`config.mk`:
```
export PLATFORM = sky130hd
export DESIGN_NAME = pipeline_hazard_ctrl_flat
export DESIGN_NICKNAME = d
export VERILOG_FILES = /design/src/rtl/pipeline_hazard_ctrl_if.sv /design/src/rtl/pipeline_hazard_ctrl.sv /design/src/flat_wrapper.sv
export SDC_FILE = /design/constraint.sdc
export NUM_CORES = 1
export LEC_CHECK = 0
export ABC_AREA = 1
export CAP_MARGIN = 10
export CORE_AREA = 4 4 41 43
export DETAILED_ROUTE_END_ITERATION = 10
export DIE_AREA = 0 0 45 47
export DONT_BUFFER_PORTS = 1
export GPL_TIMING_DRIVEN = 0
export PLACE_DENSITY = 0.57
export RECOVER_POWER = 50
export SLEW_MARGIN = 25
export SYNTH_ARGS = -nofsm -noshare
export SYNTH_HDL_FRONTEND = slang
export SYNTH_SLANG_ARGS = --single-unit
```
`constraint.sdc`:
```
create_clock -name clock -period 2.82 [get_ports clock]
set_clock_uncertainty 0.05 [all_clocks]
set_input_delay 0.282 -clock clock [delete_from_list [all_inputs] [get_ports clock]]
set_output_delay 0.282 -clock clock [all_outputs]
set_load 0.01 [all_outputs]
```
`src/rtl/pipeline_hazard_ctrl_if.sv`:
```
// ---------------------------------------------------------------------------
// pipeline_hazard_ctrl_if
//  Bundles the pipeline-status inputs and the stage-register control outputs
//  exchanged between the hazard controller and the 5-stage datapath.
//  Modports:
//    master : hazard controller. It reads the decode, EX and MEM status and
//             the memory ack. It drives the enables, flushes, mem_req and
//             mem_error.
//    slave  : datapath / memory side, the mirror image of master.
//  Signals:
//    id_opcode, id_rs, id_rt   instruction currently in ID
//    ex_opcode, ex_rd          instruction held in ID/EX
//    branch_taken              branch resolved taken in EX
//    mem_opcode, mem_ack       instruction in EX/MEM, memory completion
//    mem_req                   memory access request
//    *_en / *_flush            stage-register load enables / bubble loads
//    mem_error                 sticky memory-timeout flag
// ---------------------------------------------------------------------------
interface pipeline_hazard_ctrl_if #(
  parameter int REG_W = 3
);
  logic [3:0]       id_opcode;
  logic [REG_W-1:0] id_rs;
  logic [REG_W-1:0] id_rt;
  logic [3:0]       ex_opcode;
  logic [REG_W-1:0] ex_rd;
  logic             branch_taken;
  logic [3:0]       mem_opcode;
  logic             mem_ack;

  logic             mem_req;
  logic             pc_en;
  logic             if_id_en;
  logic             id_ex_en;
  logic             ex_mem_en;
  logic             mem_wb_en;
  logic             if_id_flush;
  logic             id_ex_flush;
  logic             mem_wb_flush;
  logic             mem_error;

  modport master (
    input  id_opcode, id_rs, id_rt, ex_opcode, ex_rd, branch_taken,
           mem_opcode, mem_ack,
    output mem_req, pc_en, if_id_en, id_ex_en, ex_mem_en, mem_wb_en,
           if_id_flush, id_ex_flush, mem_wb_flush, mem_error
  );

  modport slave (
    output id_opcode, id_rs, id_rt, ex_opcode, ex_rd, branch_taken,
           mem_opcode, mem_ack,
    input  mem_req, pc_en, if_id_en, id_ex_en, ex_mem_en, mem_wb_en,
           if_id_flush, id_ex_flush, mem_wb_flush, mem_error
  );
endinterface

```
`src/rtl/pipeline_hazard_ctrl.sv`:
```
// ---------------------------------------------------------------------------
// pipeline_hazard_ctrl
//  Sequences the PC and the IF/ID, ID/EX, EX/MEM and MEM/WB stage registers
//  of a 5-stage pipeline. It detects load-use hazards, flushes the two
//  younger instructions on a taken branch, and runs the req/ack handshake
//  for the MEM stage. An optional timeout forces the pipeline forward when
//  memory stops answering.
//
//  Ports:
//    clock   in   rising-edge clock
//    reset   in   asynchronous, active-low reset
//    bus     pipeline_hazard_ctrl_if.master (status in, enables/flushes out)
//    stall_cycles[15:0], flush_count[15:0]   only with PIPE_PERF_CNT_EN
//
//  Build option:
//    PIPE_PERF_CNT_EN  When defined, this adds the saturating stall-cycle and
//                      branch-flush counter outputs.
//
//  Registers: FSM state, wait counter and the sticky mem_error flag. All
//  other outputs are combinational from those registers and the inputs.
// ---------------------------------------------------------------------------
module pipeline_hazard_ctrl #(
  parameter int         REG_W       = 3,
  parameter logic [3:0] OP_LOAD     = 4'h2,
  parameter logic [3:0] OP_STORE    = 4'h3,
  parameter int         MEM_TIMEOUT = 15
) (
  input  logic                   clock,
  input  logic                   reset,
  pipeline_hazard_ctrl_if.master bus
`ifdef PIPE_PERF_CNT_EN
  ,
  output logic [15:0]            stall_cycles,
  output logic [15:0]            flush_count
`endif
);

  typedef enum logic {
    RUN      = 1'b0,
    MEM_WAIT = 1'b1
  } state_t;

  localparam logic [3:0] TIMEOUT_VAL = 4'(MEM_TIMEOUT);
  localparam bit         TIMEOUT_EN  = (MEM_TIMEOUT != 0);

  state_t     state_reg;
  logic [3:0] wcnt_reg;
  logic       mem_error_reg;

  logic [REG_W-1:0] ex_rd;
  logic             is_mem;
  logic             req_int;
  logic             timeout_hit;
  logic             mem_stall;
  logic             load_use;
  logic             branch_flush;

  assign ex_rd  = bus.ex_rd;
  assign is_mem = (bus.mem_opcode == OP_LOAD) || (bus.mem_opcode == OP_STORE);

  // Ungated request. The request driven to memory is additionally gated by
  // reset, so an abandoned access is dropped as soon as reset goes low.
  assign req_int = ((state_reg == RUN) && is_mem) || (state_reg == MEM_WAIT);

  assign timeout_hit = TIMEOUT_EN && (state_reg == MEM_WAIT) &&
                       (wcnt_reg == TIMEOUT_VAL) && !bus.mem_ack;

  assign mem_stall = req_int && !bus.mem_ack && !timeout_hit;

  // Register 0 is hardwired, so a load that targets it never creates a hazard.
  assign load_use = (bus.ex_opcode == OP_LOAD) && (ex_rd != '0) &&
                    ((ex_rd == bus.id_rs) || (ex_rd == bus.id_rt));

  // A branch seen while MEM is stalled is ignored. EX is frozen, so the
  // same branch is presented again on the cycle the stall releases.
  assign branch_flush = bus.branch_taken && !mem_stall;

  // Stage-register control. Priority: mem stall > branch > load-use > normal.
  always_comb begin
    bus.mem_req      = reset && req_int;
    bus.pc_en        = 1'b1;
    bus.if_id_en     = 1'b1;
    bus.id_ex_en     = 1'b1;
    bus.ex_mem_en    = 1'b1;
    bus.mem_wb_en    = 1'b1;
    bus.if_id_flush  = 1'b0;
    bus.id_ex_flush  = 1'b0;
    bus.mem_wb_flush = 1'b0;
    if (!reset) begin
      bus.pc_en        = 1'b0;
      bus.if_id_en     = 1'b0;
      bus.id_ex_en     = 1'b0;
      bus.ex_mem_en    = 1'b0;
      bus.mem_wb_en    = 1'b0;
      bus.if_id_flush  = 1'b1;
      bus.id_ex_flush  = 1'b1;
      bus.mem_wb_flush = 1'b1;
    end else if (mem_stall) begin
      // Freeze everything up to EX/MEM. WB still loads, but it loads a bubble.
      bus.pc_en        = 1'b0;
      bus.if_id_en     = 1'b0;
      bus.id_ex_en     = 1'b0;
      bus.ex_mem_en    = 1'b0;
      bus.mem_wb_flush = 1'b1;
    end else if (bus.branch_taken) begin
      bus.if_id_flush  = 1'b1;
      bus.id_ex_flush  = 1'b1;
    end else if (load_use) begin
      // Hold the consumer in ID for one cycle and insert a bubble into EX.
      bus.pc_en        = 1'b0;
      bus.if_id_en     = 1'b0;
      bus.id_ex_flush  = 1'b1;
    end
  end

  assign bus.mem_error = mem_error_reg;

  // Memory handshake FSM.
  always_ff @(posedge clock or negedge reset) begin
    if (!reset) begin
      state_reg     <= RUN;
      wcnt_reg      <= 4'd0;
      mem_error_reg <= 1'b0;
    end else begin
      case (state_reg)
        RUN: begin
          if (is_mem && !bus.mem_ack) begin
            state_reg <= MEM_WAIT;
            wcnt_reg  <= 4'd1;
          end
        end
        MEM_WAIT: begin
          if (bus.mem_ack || timeout_hit) begin
            state_reg <= RUN;
            wcnt_reg  <= 4'd0;
          end else if (wcnt_reg != 4'hF) begin
            // Saturate so a build without a timeout cannot wrap the count.
            wcnt_reg <= wcnt_reg + 4'd1;
          end
        end
        default: begin
          state_reg <= RUN;
          wcnt_reg  <= 4'd0;
        end
      endcase
      if (timeout_hit) begin
        mem_error_reg <= 1'b1;
      end
    end
  end

`ifdef PIPE_PERF_CNT_EN
  logic stall_event;
  assign stall_event = mem_stall || (load_use && !bus.branch_taken);

  always_ff @(posedge clock or negedge reset) begin
    if (!reset) begin
      stall_cycles <= 16'd0;
      flush_count  <= 16'd0;
    end else begin
      if (stall_event && (stall_cycles != 16'hFFFF)) begin
        stall_cycles <= stall_cycles + 16'd1;
      end
      if (branch_flush && (flush_count != 16'hFFFF)) begin
        flush_count <= flush_count + 16'd1;
      end
    end
  end
`endif

endmodule

```
`src/flat_wrapper.sv`:
```
// flat-port wrapper written by rule: the top's interface ports become plain ports
module pipeline_hazard_ctrl_flat 
#(
  parameter int         REG_W       = 3,
  parameter logic [3:0] OP_LOAD     = 4'h2,
  parameter logic [3:0] OP_STORE    = 4'h3,
  parameter int         MEM_TIMEOUT = 15
)
  (clock, reset, bus_id_opcode, bus_id_rs, bus_id_rt, bus_ex_opcode, bus_ex_rd, bus_branch_taken, bus_mem_opcode, bus_mem_ack, bus_mem_req, bus_pc_en, bus_if_id_en, bus_id_ex_en, bus_ex_mem_en, bus_mem_wb_en, bus_if_id_flush, bus_id_ex_flush, bus_mem_wb_flush, bus_mem_error);
  pipeline_hazard_ctrl_if #(.REG_W(REG_W)) bus_i ();
  input  logic clock;
  input  logic reset;
  input wire logic [$bits(bus_i.id_opcode)-1:0] bus_id_opcode;
  input wire logic [$bits(bus_i.id_rs)-1:0] bus_id_rs;
  input wire logic [$bits(bus_i.id_rt)-1:0] bus_id_rt;
  input wire logic [$bits(bus_i.ex_opcode)-1:0] bus_ex_opcode;
  input wire logic [$bits(bus_i.ex_rd)-1:0] bus_ex_rd;
  input wire logic [$bits(bus_i.branch_taken)-1:0] bus_branch_taken;
  input wire logic [$bits(bus_i.mem_opcode)-1:0] bus_mem_opcode;
  input wire logic [$bits(bus_i.mem_ack)-1:0] bus_mem_ack;
  output wire logic [$bits(bus_i.mem_req)-1:0] bus_mem_req;
  output wire logic [$bits(bus_i.pc_en)-1:0] bus_pc_en;
  output wire logic [$bits(bus_i.if_id_en)-1:0] bus_if_id_en;
  output wire logic [$bits(bus_i.id_ex_en)-1:0] bus_id_ex_en;
  output wire logic [$bits(bus_i.ex_mem_en)-1:0] bus_ex_mem_en;
  output wire logic [$bits(bus_i.mem_wb_en)-1:0] bus_mem_wb_en;
  output wire logic [$bits(bus_i.if_id_flush)-1:0] bus_if_id_flush;
  output wire logic [$bits(bus_i.id_ex_flush)-1:0] bus_id_ex_flush;
  output wire logic [$bits(bus_i.mem_wb_flush)-1:0] bus_mem_wb_flush;
  output wire logic [$bits(bus_i.mem_error)-1:0] bus_mem_error;
  assign bus_i.id_opcode = bus_id_opcode;
  assign bus_i.id_rs = bus_id_rs;
  assign bus_i.id_rt = bus_id_rt;
  assign bus_i.ex_opcode = bus_ex_opcode;
  assign bus_i.ex_rd = bus_ex_rd;
  assign bus_i.branch_taken = bus_branch_taken;
  assign bus_i.mem_opcode = bus_mem_opcode;
  assign bus_i.mem_ack = bus_mem_ack;
  assign bus_mem_req = bus_i.mem_req;
  assign bus_pc_en = bus_i.pc_en;
  assign bus_if_id_en = bus_i.if_id_en;
  assign bus_id_ex_en = bus_i.id_ex_en;
  assign bus_ex_mem_en = bus_i.ex_mem_en;
  assign bus_mem_wb_en = bus_i.mem_wb_en;
  assign bus_if_id_flush = bus_i.if_id_flush;
  assign bus_id_ex_flush = bus_i.id_ex_flush;
  assign bus_mem_wb_flush = bus_i.mem_wb_flush;
  assign bus_mem_error = bus_i.mem_error;
  pipeline_hazard_ctrl #(.REG_W(REG_W), .OP_LOAD(OP_LOAD), .OP_STORE(OP_STORE), .MEM_TIMEOUT(MEM_TIMEOUT)) u_core (.clock(clock), .reset(reset), .bus(bus_i));
endmodule
```
==> key figures <==
STA
  – Maximum clock frequency: 468 MHz
  – Max Slew Vio Count: 0
  – RSZ-0062 raised after global routing: no
  – Period Utilization, post-route: 0.757
  – Hold WS: 174 ps
  – Final Hold Fails: 0
  – Tmin final: 2130 ps
  – Rel. slew slack: 0.775
  – Worst Tran Pin Value: 336 ps
  – Setup_tns: 0 ps
  – Final setup fails: 0

Synth
  – Synth Cell Area: 524 um2
  – Mapped Cells: 81
  – Yosys cell types: 20
  – Synth Net Count: 107
  – Post-synthesis sequential area ratio: 0.286
  – Syn_area_per_cell: 6.47 um2
  – Yosys reg bits: 6
  – Synth Warn #: 0

GRT
  – Antenna violations before repair: 0
  – Vias in the first global route: 411
  – Total GRT Usage: 0.114
  – Largest net degree at the start of global routing: 7
  – GRT Residual Overflow: 0
  – First-pass GRT wire length: 1.70 mm

Clock tree
  – CTS tree: done
  – # hold bufs at CTS: 1
  – Worst-path clk slew: 50 ps
  – H-tree depth: 1
  – Root buf cell: clkbuf_4
  – Num CTS Buffers: 3
  – CTS Sinks: 6
  – Clk Latency, worst-skew pair: 240 ps
  – Post-CTS setup repair buffer count: 0
  – CTS max path bufs: 2
  – PostCTS Resize Cnt: 0

Finish
  – Final #Nets: 113
  – Layout cells sized above 1: 0.118
  – Commonest non-fill, non-tap cell in the layout: nand2_1
  – Largest register FFs: 4
  – Fillcell total: 155
  – Antenna diode count: 0
  – Multi-input logic area: 270 um2
  – FF+latch area: 150 um2
  – Commonest non-fill, non-tap cells in the layout: 24 x nand2_1, 16 x inv_1, 7 x nand3_1
  – Final Cell Area: 562 um2
  – Fin cells: 100
  – Final core utilization: 0.432
  – Area growth syn-to-layout: 7.16%

Power
  – Peak VDD IR: 0.245 mV
  – Static Leak: 0.000333 uW
  – Power Density: 434 nW/um2

Setup path
  – CP Launch Type: flip-flop
  – CP startpoint: u_core.wcnt_reg[0]
  – Worst-path fanout max: 4
  – Crit path DAT: 1800 ps
  – R2r startpoint: u_core.wcnt_reg[0]
  – Worst setup EP type: output port
  – Crit path required time: 2490 ps
  – Critical path class: flip-flop to output port

Placement
  – Post-detail-place hpwl: 857 um
  – Placed cells: 96
  – Routability cong.: 0.807
  – Buffers on Ports: 0
  – Cell Area, Placed: 543 um2

Die
  – Core Region: 1300 um2
  – Die span in y: 47 um
  – Die Width: 45 um
  – I/O pin count: 35
  – Starting Density: 0.403
  – Total die area: 2120 um2
  – Cell Rows: 13

Route
  – Antenna Nets Post-Route: 0
  – Vias/cell: 4.68
  – Routed WL: 1.02 mm
  – DR iter-0 viols: 7
  – DR DRC count: 0
  – DRT Pass-1 Iters: 4
  – Routed length per instance: 10.2 um
  – Vias: 468

Run
  – Max cap viols: 0

Hold path
  – HP Start: bus_mem_ack
  – HP Class: primary input to flip-flop

Outcome
  – Status: completed
-- layer usage --
metal  vias to the layer above  wire length (um)  GRT usage  part of all wire
met1                       189               436      0.149              0.43
met5                         -                 0          0                 0
met2                        27               425      0.161              0.42
met4                         0                19     0.0526             0.019
met3                         2               136     0.0498              0.13
li1                        250                 -          -                 -
-- metrics by stage --
stage | power (uW) | setup slack [ps]
floorplan | 158 | 1170
global placement | 166 | 1070
detailed placement | 166 | 1060
CTS | 249 | 796
finish | 244 | 685
global route | 261 | 500
-- layout make-up --
type,count,area share
flip-flops and latches,6,0.267
inverters,19,0.127
repair buffers,1,0.0178
well taps,15,0.0334
clock buffers,3,0.0401
plain buffers,3,0.0334
multi-input cells,53,0.481
-- logic make-up after synthesis --
group | count (synthesis) | synth area share
AOI/OAI and AO/OA | 8 | 0.0859
DFF | 6 | 0.286
adders and majority gates | 1 | 0.0239
and+or+nand+nor | 41 | 0.375
buffers and inverters | 22 | 0.179
xor gates and xnor gates | 3 | 0.0501
-- path summary, 6_finish.rpt --
kind                                             end  slack [ps]  cells past startpoint
worst min-delay path            u_core.bus.mem_error         170                      2
worst min register to register    u_core.wcnt_reg[1]         450                      2
worst max register to register    u_core.wcnt_reg[3]        1330                      6
worst max-delay path                       bus_pc_en         690                     10
min in group asynchronous       u_core.bus.mem_error         300                      1
max in group asynchronous         u_core.wcnt_reg[1]        2190                      1
-- power by group --
part	switching, uW	internal, uW
Sequential	9.06	96.5
Clock	30.5	48.1
Combinational	33.7	26.2
-- worst max-delay path, cell delays in order, from the launching register on --
cell	delay, ps
dfrtp_1	390
ha_1	230
nand3_1	110
nor2_1	60
nor2_1	270
nand2_4	90
inv_2	90
nor2_4	50
nand2_1	80
inv_2	50
buf_4	140
-- cells in the mapped netlist --
cell / instances / share of area
a21o_1: 1 / 0.014
a21oi_1: 1 / 0.0095
buf_4: 3 / 0.043
dfrtp_1: 6 / 0.29
ha_1: 1 / 0.024
inv_1: 16 / 0.11
inv_2: 3 / 0.021
nand2_1: 24 / 0.17
nand2_4: 1 / 0.021
nand3_1: 6 / 0.057
nand3_2: 1 / 0.019
nand3b_1: 2 / 0.029
nor2_1: 3 / 0.021
nor2_2: 2 / 0.024
nor2_4: 1 / 0.021
nor3_1: 1 / 0.0095
o21a_1: 1 / 0.014
o21ai_0: 5 / 0.048
xnor2_1: 2 / 0.033
xor2_1: 1 / 0.017
Power figures use the tool's default switching activity.
